==> config.mk <==
export PLATFORM = sky130hd
export DESIGN_NAME = pipelined_cla_adder
export DESIGN_NICKNAME = d
export VERILOG_FILES = /design/src/rtl/pipelined_cla_adder_pkg.sv /design/src/rtl/pipelined_cla_adder_cla_group_4b.sv /design/src/rtl/pipelined_cla_adder.sv
export SDC_FILE = /design/constraint.sdc
export NUM_CORES = 1
export LEC_CHECK = 0
export BUFFER_PORTS_ARGS = -buffer_cell sky130_fd_sc_hd__buf_2
export CELL_PAD_IN_SITES_DETAIL_PLACEMENT = 0
export CELL_PAD_IN_SITES_GLOBAL_PLACEMENT = 1
export CORE_ASPECT_RATIO = 1.75
export CORE_MARGIN = 4
export CORE_UTILIZATION = 45
export CTS_CLUSTER_SIZE = 25
export DETAILED_ROUTE_END_ITERATION = 6
export PLACE_DENSITY_LB_ADDON = 0.25
export SLEW_MARGIN = 20
export SYNTH_ARGS = -nofsm -noshare
export SYNTH_HDL_FRONTEND = slang
export SYNTH_SLANG_ARGS = --single-unit
==> constraint.sdc <==
create_clock -name clk -period 4.05 [get_ports clk]
set_input_delay 0.81 -clock clk [delete_from_list [all_inputs] [get_ports clk]]
set_output_delay 0.81 -clock clk [all_outputs]
set_load 0.02 [all_outputs]
==> src/rtl/pipelined_cla_adder_pkg.sv <==
// Purpose : shared constants, types and configuration check for the pipelined CLA adder.
// Latency : n/a (package only).
// Backpressure: n/a.
// Contents: CLA_GROUP lookahead group width, cla_pg_t group propagate/generate pair,
//           sw_ok() legality check for a WIDTH/STAGES pairing.
package adder_pkg;

   localparam int CLA_GROUP = 4;

   // Group propagate / generate pair produced by one lookahead group.
   typedef struct packed {
      logic p;
      logic g;
   } cla_pg_t;

   // A legal configuration splits WIDTH into STAGES equal slices, each a whole
   // number of lookahead groups, with STAGES in 1..8.
   function automatic bit sw_ok(input int width, input int stages);
      return (stages >= 1) && (stages <= 8) && (width > 0) &&
             ((width % (CLA_GROUP * stages)) == 0);
   endfunction

endpackage

==> src/rtl/pipelined_cla_adder_cla_group_4b.sv <==
// Purpose : 4-bit carry-lookahead group: sum bits plus group propagate/generate.
// Latency : combinational.
// Backpressure: none (pure logic).
// Ports   : a, b [3:0] operands; cin carry into bit 0; sum [3:0]; pg group P/G.
module cla_group_4b
   import adder_pkg::*;
(
   input  logic [3:0] a,
   input  logic [3:0] b,
   input  logic       cin,
   output logic [3:0] sum,
   output cla_pg_t    pg
);

   logic [3:0] p;
   logic [3:0] g;
   logic [3:0] c;

   assign p = a ^ b;
   assign g = a & b;

   // Every internal carry is a flat sum-of-products of cin, p and g; no ripple.
   assign c[0] = cin;
   assign c[1] = g[0] | (p[0] & cin);
   assign c[2] = g[1] | (p[1] & g[0]) | (p[1] & p[0] & cin);
   assign c[3] = g[2] | (p[2] & g[1]) | (p[2] & p[1] & g[0]) | (p[2] & p[1] & p[0] & cin);

   assign sum  = p ^ c;

   // Group P/G exclude cin so the enclosing slice can chain groups itself.
   assign pg.p = &p;
   assign pg.g = g[3] | (p[3] & g[2]) | (p[3] & p[2] & g[1]) | (p[3] & p[2] & p[1] & g[0]);

endmodule

==> src/rtl/pipelined_cla_adder.sv <==
// Purpose : pipelined WIDTH-bit carry-lookahead add/subtract, one SW-bit slice per stage.
// Latency : STAGES cycles from input transfer to out_valid when not stalled.
// Backpressure: valid/ready; a stage loads when empty or its successor loads, so
//           bubbles are squeezed out and in_ready falls only when every stage is full.
// Ports   : clk, rst_n (async active-low); in_valid/in_ready, in_a, in_b, in_cin, in_sub;
//           out_valid/out_ready, out_sum, out_cout (sub: 1 = no borrow), out_ovf (signed).
module pipelined_cla_adder
   import adder_pkg::*;
#(
   parameter int WIDTH  = 32,
   parameter int STAGES = 2
) (
   input  logic             clk,
   input  logic             rst_n,
   input  logic             in_valid,
   output logic             in_ready,
   input  logic [WIDTH-1:0] in_a,
   input  logic [WIDTH-1:0] in_b,
   input  logic             in_cin,
   input  logic             in_sub,
   output logic             out_valid,
   input  logic             out_ready,
   output logic [WIDTH-1:0] out_sum,
   output logic             out_cout,
   output logic             out_ovf
);

   localparam int SW = WIDTH / STAGES;
   localparam int NG = SW / CLA_GROUP;

   if (!sw_ok(WIDTH, STAGES)) begin : g_bad_cfg
      $error("pipelined_cla_adder: WIDTH must be a multiple of 4*STAGES and STAGES in 1..8");
   end

   logic [WIDTH-1:0]  b_eff;
   logic              c_eff;
   logic [STAGES-1:0] vld_q;
   logic [STAGES-1:0] ld;
   logic [STAGES-1:0] vin;

   // Subtraction is A + ~B + 1; a requested carry-in turns that into A - B - 1.
   assign b_eff = in_sub ? ~in_b : in_b;
   assign c_eff = in_cin ^ in_sub;

   // Handshake: load enables propagate backwards from the consumer, so in_ready
   // depends only on the valid chain and out_ready, never on in_valid.
   always_comb begin
      ld  = '0;
      vin = '0;
      ld[STAGES-1] = !vld_q[STAGES-1] || out_ready;
      for (int k = STAGES - 2; k >= 0; k--) begin
         ld[k] = !vld_q[k] || ld[k+1];
      end
      vin[0] = in_valid;
      for (int k = 1; k < STAGES; k++) begin
         vin[k] = vld_q[k-1];
      end
   end

   always_ff @(posedge clk or negedge rst_n) begin
      if (!rst_n) begin
         vld_q <= '0;
      end else begin
         for (int k = 0; k < STAGES; k++) begin
            if (ld[k]) vld_q[k] <= vin[k];
         end
      end
   end

   assign in_ready  = ld[0];
   assign out_valid = vld_q[STAGES-1];

   for (genvar k = 0; k < STAGES; k++) begin : g_st
      // Operand bits still to be added once this stage has done its slice.
      localparam int REM = WIDTH - (k + 1) * SW;

      logic [SW-1:0]         sa;
      logic [SW-1:0]         sb;
      logic [SW-1:0]         ss;
      logic [NG:0]           gc;
      cla_pg_t               pg [NG];
      logic [(k+1)*SW-1:0]   sum_d;
      logic [(k+1)*SW-1:0]   sum_q;
      logic                  cy_q;
      logic                  ld_dat;

      // Data only moves with a real beat, so idle stages keep their last contents.
      assign ld_dat = ld[k] & vin[k];

      if (k == 0) begin : g_src
         assign sa    = in_a[SW-1:0];
         assign sb    = b_eff[SW-1:0];
         assign gc[0] = c_eff;
         assign sum_d = ss;
      end else begin : g_src
         // Low SW bits of the forwarded operands are exactly this stage's slice.
         assign sa    = g_st[k-1].g_fwd.a_q[SW-1:0];
         assign sb    = g_st[k-1].g_fwd.b_q[SW-1:0];
         assign gc[0] = g_st[k-1].cy_q;
         assign sum_d = {ss, g_st[k-1].sum_q};
      end

      // Groups chain through their P/G terms inside the slice.
      for (genvar gi = 0; gi < NG; gi++) begin : g_grp
         cla_group_4b u_grp (
            .a   (sa[gi*CLA_GROUP +: CLA_GROUP]),
            .b   (sb[gi*CLA_GROUP +: CLA_GROUP]),
            .cin (gc[gi]),
            .sum (ss[gi*CLA_GROUP +: CLA_GROUP]),
            .pg  (pg[gi])
         );
         assign gc[gi+1] = pg[gi].g | (pg[gi].p & gc[gi]);
      end

      always_ff @(posedge clk or negedge rst_n) begin
         if (!rst_n) begin
            sum_q <= '0;
            cy_q  <= 1'b0;
         end else if (ld_dat) begin
            sum_q <= sum_d;
            cy_q  <= gc[NG];
         end
      end

      if (k < STAGES - 1) begin : g_fwd
         logic [REM-1:0] a_d;
         logic [REM-1:0] b_d;
         logic [REM-1:0] a_q;
         logic [REM-1:0] b_q;

         if (k == 0) begin : g_fsrc
            assign a_d = in_a[WIDTH-1:SW];
            assign b_d = b_eff[WIDTH-1:SW];
         end else begin : g_fsrc
            assign a_d = g_st[k-1].g_fwd.a_q[REM+SW-1:SW];
            assign b_d = g_st[k-1].g_fwd.b_q[REM+SW-1:SW];
         end

         always_ff @(posedge clk or negedge rst_n) begin
            if (!rst_n) begin
               a_q <= '0;
               b_q <= '0;
            end else if (ld_dat) begin
               a_q <= a_d;
               b_q <= b_d;
            end
         end
      end else begin : g_last
         logic ovf_q;

         // Carry into the MSB is recovered from its sum bit; overflow is that
         // carry disagreeing with the carry out of the MSB.
         always_ff @(posedge clk or negedge rst_n) begin
            if (!rst_n) begin
               ovf_q <= 1'b0;
            end else if (ld_dat) begin
               ovf_q <= ss[SW-1] ^ sa[SW-1] ^ sb[SW-1] ^ gc[NG];
            end
         end

         assign out_sum  = sum_q;
         assign out_cout = cy_q;
         assign out_ovf  = ovf_q;
      end
   end

endmodule

# Word level (Yosys, flattened, before mapping)

Index checks and enable logic that the tools add are counted.
W data, S select, Z words.

Bits in registers: 85
Output and inout bits: 36
Word-level logic and storage cells: 253

Muxes and demuxes: 1
Bitwise logic cells: 231
Reduce and logical (&&, ||, !) cells: 12

Operator list:

| cell               | count |
|---|---|
| $and A1 B1 Y1      | 122 |
| $or A1 B1 Y1       | 80 |
| $xor A4 B4 Y4      | 16 |
| $and A4 B4 Y4      | 8 |
| $mux W32           | 1 |
| $not A32 Y32       | 1 |
| $reduce_and A4 Y1  | 8 |
| $xor A1 B1 Y1      | 4 |
| $logic_not A1 Y1   | 2 |
| $logic_or A1 B1 Y1 | 2 |

# Depth between registers and ports, before layout

Gate-level depths: netlist (run 1).

Word-level depth: 16
Depth in mapped cells: 14

# By module

A second synthesis (run 1) with hierarchy kept.

Cells, all modules: 506
Area, all modules: 5033.6 µm²

Modules (own cells, without submodules):

| module              | times used | cells each | area each (µm²) |
|---|---|---|---|
| pipelined_cla_adder | 1          | 330        | 3572.2 |
| cla_group_4b        | 8          | 22         | 182.7 |

# Least setup slack after synthesis (run 1)

Ideal clock, no wire load.

Kind: input port to flip-flop
Start: in in_sub
End: reg g_st[0].sum_q[12]
Library setup time: 0.083 ns
Arrival time: 3.557 ns
Data required time: 3.967 ns
Path slack: 0.410 ns
Stages on the path: 13
Path buffers: 2
Path through: buf_2 buf_1 xor2_1 ha_1 a211o_1 a41oi_1 nand2_1 a21o_1 a21oi_1 nor2b_1 nor2_1 fa_1 o21ai_0

Cells in the longest elaborated chain, start to end: 12

RTL lines:

| what                                                              | RTL line                                                                       | text |
|---|---|---|
| from (decl)                                                       | pipelined_cla_adder.sv:20                                                      | `input logic in_sub,` |
| $mux W32                                                          | pipelined_cla_adder.sv:42                                                      | `assign b_eff = in_sub ? ~in_b : in_b;` |
| $xor A4 B4 Y4 / $and A4 B4 Y4 (equally long branches)             | pipelined_cla_adder_cla_group_4b.sv:19, pipelined_cla_adder_cla_group_4b.sv:20 |  |
| $and A1 B1 Y1                                                     | pipelined_cla_adder_cla_group_4b.sv:32                                         | `assign pg.g = g[3] \| (p[3] & g[2]) \| (p[3] & p[2] & g[1]) \| (p[3] & p[2] & p[1] & g[0]);` |
| $or A1 B1 Y1 / $and A1 B1 Y1 (equally long branches) (2 in a row) | pipelined_cla_adder_cla_group_4b.sv:32                                         |  |
| $or A1 B1 Y1                                                      | pipelined_cla_adder_cla_group_4b.sv:32                                         |  |
| $or A1 B1 Y1                                                      | pipelined_cla_adder.sv:112                                                     | `assign gc[gi+1] = pg[gi].g \| (pg[gi].p & gc[gi]);` |
| $and A1 B1 Y1                                                     | pipelined_cla_adder.sv:112                                                     |  |
| $or A1 B1 Y1                                                      | pipelined_cla_adder.sv:112                                                     |  |
| $and A1 B1 Y1                                                     | pipelined_cla_adder.sv:112                                                     |  |
| $or A1 B1 Y1                                                      | pipelined_cla_adder.sv:112                                                     |  |
| $xor A4 B4 Y4 *                                                   | pipelined_cla_adder_cla_group_4b.sv:28                                         | `assign sum = p ^ c;` |
| to (signal assigned)                                              | pipelined_cla_adder.sv:120                                                     | `sum_q <= sum_d;` |
| to (decl)                                                         | pipelined_cla_adder.sv:83                                                      | `logic [(k+1)*SW-1:0] sum_q;` |

Mark *: on every way between the ends. The rest lies on a longest branch, timed or not.
A chain may end at the register's enable or synchronous reset.

# Final worst setup path (run 1)

Ends and elaborated chain as after synthesis.

==> impl_metrics.py, run 1 <==
metrics = {
    "routing": {
        "drtAntennaViolNets": 0,
        "routed_wirelength_mm": 10.5,
        "drt_first_iter_violations": 73,
        "dr_total_vias": 3638,
        "route.detailed.wl_per_inst_um": 14.6,
        "drt_pass1_iterations": 4,
        "remaining_drc_errors": 0,
        "routed_via_density": 5.06,
    },
    "final_layout": {
        "final_net_count": 697,
        "antennaDiodeCount": 0,
        "fillCellCount": 964,
        "synthToLayoutAreaGrowth_pct": 20.1,
        "most_frequent_cells_in_the_layout": "113 x nand2_1, 104 x buf_2, 85 x dfrtp_1, 53 x o21ai_0, 34 x xor2_1",
        "layout_commonest_cell": "nand2_1",
        "final_layout_size_suffix_gt1_frac": 0.257,
    },
    "clock_tree": {
        "cts_tree": "built",
        "cts.sink_count": 85,
        "path_clk_slew_ps": 60,
        "post_cts_resized": 0,
        "buffers_inserted_during_post_cts_setup_optimization": 0,
        "clockRootBuffer": "clkbuf_16",
        "maximum_clock_path_buffer_count": 2,
        "numCtsBuffers": 9,
        "insertion_delay_ps": 340,
        "cts_hold_buf": 0,
        "htreeDepth": 3,
    },
    "sta": {
        "final-setup-viol-count": 0,
        "worst_pin_slew_ps": 885,
        "rsz0062_at_grt": "false",
        "finalWorstPathRequiredPeriod_ps": 3330,
        "layout_setup_ws_ps": 717,
        "fin_hold_ws_ps": 467,
        "fin_tns_setup_ps": 0,
        "final_min_period_over_clock_period": 0.823,
        "slew-limit-headroom": 0.410,
        "finalMaxSlewViolations": 0,
        "timing.fmax_ghz": 0.300,
        "final-hold-violation-count": 0,
        "finClkSkew_ps": 6.86,
    },
    "worst_setup_path": {
        "critPathArrivalTime_ps": 3600,
        "largest_delay_contributor_family_on_the_critical_path": "compound AO/OA/AOI/OAI gates",
        "setup.reg_to_reg.worst_slack_ps": 1510,
        "timing.critical_path.fanout_max": 15,
        "worst-setup-path-type": "primary input to register",
        "critical_r2r_capture": "out_sum[29]",
        "critical_path_endpoint_category": "register",
        "ff2ff_path_depth": 10,
        "setup.worst_path.start": "in_sub",
        "critPathMaxStageDelay_ps": 440,
        "cp.required_ps": 4310,
        "critPathLaunchType": "primary input",
        "cp_cell_sequence": "buf_2 -> xor2_1 -> ha_1 -> a211o_1 -> a41oi_1 -> nand2_1 -> a21o_1 -> a21oi_1 -> nor2b_1 -> nor2_1 -> fa_1 -> o21ai_0",
        "critical_path.reg2reg.startpoint": "g_st[0].g_fwd.a_q[0]",
        "cp_num_cells": 12,
        "crit_path_end": "g_st[0].sum_q[12]",
        "crit_slowest_cell": "fa_1",
        "critPathBufInv": 1,
    },
    "power_and_ir_drop": {
        "power_frac_comb": 0.351,
        "power.net_switching_mw": 1.13,
        "p_sw_frac": 0.359,
        "internal_power_mw": 2.02,
        "vdd.ir_drop.worst_mv": 0.324,
        "seq_power_share": 0.386,
        "power.clock.fraction": 0.263,
        "power_per_cell_area_nw_per_um2": 552,
        "p_leak_nw": 2.85,
    },
    "floorplanning": {
        "core_area_sq_um": 10300,
        "initial_utilization": 0.461,
        "fp.dieW_um": 85.7,
        "io-pin-count": 106,
        "full_die_area_sq_um": 12300,
        "die_h_um": 144,
        "std_cell_rows": 49,
    },
    "global_route": {
        "globalRouteTotalUtil": 0.180,
        "global_route_wire_length_before_repair_mm": 17.4,
        "grt_pass1_vias": 3820,
        "maximum_number_of_pins_on_one_net_before_global_route_repair": 86,
        "grt_overflow_total": 0,
        "antenna_violations_before_repair": 0,
    },
    "synth": {
        "ys.flop_type": "dfrtp_1",
        "simple_logic_cell_fraction_of_the_synthesized_area": 0.138,
        "synth.area.mux_share": 0.0400,
        "ys_seq_elements": 85,
        "yosys.area_share.adder": 0.118,
        "synth_cells": 487,
        "synth-compound-area-share": 0.119,
        "synth_top_family_by_area": "simple AND/OR/NAND/NOR gates",
        "sequential_area_share_after_synthesis": 0.447,
        "synthesis.area_sq_um": 4750,
        "synthesis.yosys.warnings": 0,
        "mappedNetlistNets": 597,
        "synth_xor_area_frac": 0.107,
        "postSynthAreaPerCell_sq_um": 9.76,
        "async_flop_share": 1.00,
        "synth.distinct_cells": 45,
        "synth-edff-count": 0,
    },
    "placed_design": {
        "pre_cts_slack_ps": 326,
        "hpwlAfterDp_mm": 8.16,
        "place.gp.congestion": 0.805,
        "io_buffer_count": 105,
    },
    "run_status": {
        "run_status": "finished clean",
    },
    "hold_path": {
        "hp-start": "g_st[0].sum_q[11]",
        "hp-class": "register to register",
    },
    "job": {
        "cap_viol_max_count": 0,
    },
}
## synth_stat cells, drive strengths merged (2+ instances only)
cell    count  area [sq um]
a31o        2          17.5
a21oi      17          85.1
nor2       14          52.6
nand2     114           428
o21bai      2          15.0
xnor2      24           210
nand4       4          25.0
a21o        6          45.0
nand3       5          30.0
nor2b       2          12.5
clkbuf     15          56.3
or2         2          12.5
ha         32           400
mux2       16           180
nor3        3          15.0
a31oi       3          25.0
o211ai      2          15.0
buf         6          31.3
nand2b      6          37.5
dfrtp      85          2130
xor2       34           298
o21ai      55           283
inv        16          60.1
fa          8           160
## registers in the layout, summed over array words and instances, names as in the netlist
signal	count
out_sum	32
g_st.g_fwd.a_q	16
g_st.g_fwd.b_q	16
g_st.sum_q	16
vld_q	2
g_st.cy_q	1
out_cout	1
out_ovf	1
## worst register-to-register path, delay by kind of cell, from the launching register on
family | cells | cell delay (ps)
XOR/XNOR | 1 | 150
adder cells (fa/ha/maj) | 2 | 730
AND/OR/NAND/NOR | 2 | 200
flip-flops | 1 | 400
AO/OA/AOI/OAI | 5 | 920
## stage by stage
stage / total power [mW] / std cells / utilization / instance area [sq um]
after global placement: 2.32 / 703 / 0.525 / 5410
final: 3.15 / 719 / 0.554 / 5710
after detailed placement: 2.36 / 703 / 0.525 / 5410
after CTS: 3.19 / 719 / 0.554 / 5710
after floorplan: 1.99 / 487 / - / 4750
after global routing: 3.37 / 719 / 0.554 / 5710
## cells by family (layout without fill, tap and decap cells)
kind of cell,after synthesis,in the layout
AND/OR/NAND/NOR,154,154
XOR/XNOR,58,58
AO/OA/AOI/OAI,96,96
buffers and inverters,37,142
flip-flops,85,85
multiplexers,17,17
adder cells (fa/ha/maj),40,40
## power by group through the flow
stage / Clock, mW / Sequential (mW) / Combinational (mW)
6_report: 0.829 / 1.22 / 1.10
5_1_grt: 0.883 / 1.25 / 1.24
4_1_cts: 0.844 / 1.22 / 1.13
3_5_place_dp: 0 / 1.23 / 1.12
3_3_place_gp: 0 / 1.23 / 1.09
2_1_floorplan: 0 / 1.38 / 0.610
## layout make-up
type,instances,area [sq um],area share
clock buffer,10,239,0.0418
tap,127,159,0.0278
clock inverter,6,62.6,0.0110
timing repair buffer,110,582,0.102
sequential,85,2130,0.372
inverter,16,60.1,0.0105
multi-input combinational,365,2480,0.434
## worst min-delay path by stage
stage	to	slack, ps	cells past startpoint
after floorplan	out_sum[0]	440	2
after global placement	out_sum[0]	450	2
after detailed placement	out_sum[9]	450	2
after CTS	out_sum[11]	470	2
after global routing	out_sum[11]	490	2
final	out_sum[11]	470	2
## metal layers
layer	wire length, um	GRT usage	part of all wire
met2	5880	0.346	0.56
met4	301	0.0792	0.029
met3	564	0.0350	0.054
met5	0	0	0
met1	3780	0.184	0.36
(Power assumes the default switching activity.)
==> inputs of run 2 (changes only) <==
--- a/config.mk
+++ b/config.mk
@@ -10,7 +10,7 @@
 export CELL_PAD_IN_SITES_GLOBAL_PLACEMENT = 1
 export CORE_ASPECT_RATIO = 1.75
 export CORE_MARGIN = 4
-export CORE_UTILIZATION = 45
+export CORE_UTILIZATION = 38
 export CTS_CLUSTER_SIZE = 25
 export DETAILED_ROUTE_END_ITERATION = 6
 export PLACE_DENSITY_LB_ADDON = 0.25
==> constraint.sdc (replaced) <==
create_clock -name clk -period 3 [get_ports clk]
set_input_delay 0.6 -clock clk [delete_from_list [all_inputs] [get_ports clk]]
set_output_delay 0.6 -clock clk [all_outputs]
set_load 0.02 [all_outputs]
==> run 2 against run 1 <==
Sequential cell count unchanged. Critical path type unchanged. Hold slack got worse by 180 ps. Non-clock buffer count increased by 18. Register-to-register slack got worse by 1100 ps.
==> impl_metrics.py, run 2 (synthesis gave the netlist of run 1 again) <==
metrics = {
    "floorplanning": {
        "initial_utilization": 0.392,
        "fp.dieW_um": 92.5,
        "full_die_area_sq_um": 14400,
        "std_cell_rows": 53,
        "die_h_um": 156,
        "io-pin-count": 106,
        "core_area_sq_um": 12100,
    },
    "sta": {
        "finalMaxSlewViolations": 0,
        "worst_pin_slew_ps": 634,
        "final-hold-violation-count": 0,
        "timing.fmax_ghz": 0.370,
        "rsz0062_at_grt": "false",
        "finClkSkew_ps": 7.78,
        "finalWorstPathRequiredPeriod_ps": 2710,
        "layout_setup_ws_ps": 294,
        "slew-limit-headroom": 0.577,
        "final-setup-viol-count": 0,
        "final_min_period_over_clock_period": 0.902,
    },
    "final_layout": {
        "synthToLayoutAreaGrowth_pct": 23.7,
        "fillCellCount": 1192,
        "antennaDiodeCount": 0,
        "final_layout_size_suffix_gt1_frac": 0.282,
        "regArea_sq_um": 2130,
        "multi_input_area_sq_um": 2500,
        "largest_register_ffs": 32,
        "post_layout_util": 0.484,
        "layout_commonest_cell": "nand2_1",
        "most_frequent_cells_in_the_layout": "113 x nand2_1, 104 x buf_2, 85 x dfrtp_1, 52 x o21ai_0, 34 x xor2_1",
        "final_net_count": 715,
    },
    "global_route": {
        "global_route_wire_length_before_repair_mm": 18.0,
        "globalRouteTotalUtil": 0.158,
        "grt_overflow_total": 0,
        "grt_pass1_vias": 3905,
        "antenna_violations_before_repair": 0,
        "maximum_number_of_pins_on_one_net_before_global_route_repair": 48,
    },
    "clock_tree": {
        "post_cts_resized": 0,
        "maximum_clock_path_buffer_count": 2,
        "clockRootBuffer": "clkbuf_16",
        "cts_tree": "built",
        "htreeDepth": 3,
        "cts.sink_count": 85,
        "insertion_delay_ps": 330,
        "numCtsBuffers": 9,
        "buffers_inserted_during_post_cts_setup_optimization": 0,
        "path_clk_slew_ps": 70,
        "cts_hold_buf": 0,
    },
    "routing": {
        "drt_first_iter_violations": 86,
        "routed_wirelength_mm": 11.0,
        "dr_total_vias": 3741,
        "routed_via_density": 4.83,
        "route.detailed.wl_per_inst_um": 14.1,
        "drtAntennaViolNets": 0,
        "remaining_drc_errors": 0,
        "drt_pass1_iterations": 4,
    },
    "placed_design": {
        "hpwlAfterDp_mm": 8.73,
        "pre_cts_slack_ps": -68.5,
        "place.gp.congestion": 0.866,
        "io_buffer_count": 105,
    },
    "worst_setup_path": {
        "timing.critical_path.fanout_max": 7,
        "critPathArrivalTime_ps": 2970,
        "critical_path_endpoint_category": "register",
        "cp.required_ps": 3260,
        "worst-setup-path-type": "primary input to register",
        "critPathLaunchType": "primary input",
    },
    "hold_path": {
        "hp-class": "primary input to asynchronous set/reset pin",
    },
    "run_status": {
        "run_status": "finished clean",
    },
    "power_and_ir_drop": {
        "p_leak_nw": 2.91,
        "vdd.ir_drop.worst_mv": 0.265,
        "total_design_power_mw": 4.22,
        "power_per_cell_area_nw_per_um2": 717,
    },
    "job": {
        "cap_viol_max_count": 0,
    },
}
## run 2: cell count changes in the layout (fill, tap and decap cells not counted), moves of 2 or more
cell and change:
buf_4 +19, clkinvlp_4 +2, clkinv_4 -2, a21oi_2 +2
inv_6 +3, a21oi_1 -2, clkinv_2 -2
## run 2: path summary, 6_finish.rpt
| check | cells after the start | startpoint | slack, ps | end |
|---|---|---|---|---|
| setup reg to reg | 10 | g_st[0].g_fwd.a_q[0] | 450 | out_sum[29] |
| hold reg to reg | 2 | g_st[0].sum_q[15] | 470 | out_sum[15] |
| setup / recovery | 12 | in_sub | 290 | g_st[0].sum_q[12] |
| hold / removal | 1 | rst_n | 290 | g_st[0].g_fwd.a_q[12] |
| max in group asynchronous | 2 | rst_n | 1970 | out_sum[10] |
| min in group clk | 2 | g_st[0].sum_q[15] | 470 | out_sum[15] |
## run 2: layout make-up
class / instances / share of cell area
multi-input combinational: 365 / 0.425
sequential: 85 / 0.362
timing repair buffer: 128 / 0.121
clock buffer: 10 / 0.0390
tap: 165 / 0.0351
inverter: 16 / 0.0102
clock inverter: 6 / 0.00788
## run 2: metal layers
layer	vias up	global-route usage	part of all wire
li1	1869	-	-
met1	1752	0.165	0.37
met2	101	0.306	0.56
met3	19	0.0314	0.051
met4	0	0.0581	0.021
met5	-	0	0
## run 2: power by group
group          internal [mW]  switching [mW]  total, mW  leakage, nW
registers               1.46           0.188       1.65         1.03
clock network          0.568           0.455       1.02        0.130
logic                  0.637           0.905       1.54         1.75
## run 2: critical path: stages
cell	delay [ps]
buf_2	160
xor2_1	180
ha_1	320
a211o_1	280
a41oi_2	190
nand2_1	130
a21o_1	240
a21oi_2	150
nor2b_1	60
nor2_1	130
fa_1	420
o21ai_1	120
## run 2: per-stage QoR
| step | cells | hold WS (ps) | area (sq um) | setup TNS [ps] |
|---|---|---|---|---|
| 6_report | 775 | 287 | 5880 | 0 |
| 3_5_place_dp | 759 | 457 | 5600 | -106 |
| 5_1_grt | 775 | 332 | 5880 | 0 |
| 3_3_place_gp | 759 | 447 | 5600 | -82.5 |
| 2_1_floorplan | 487 | 304 | 4790 | 0 |
| 4_1_cts | 775 | 306 | 5880 | 0 |
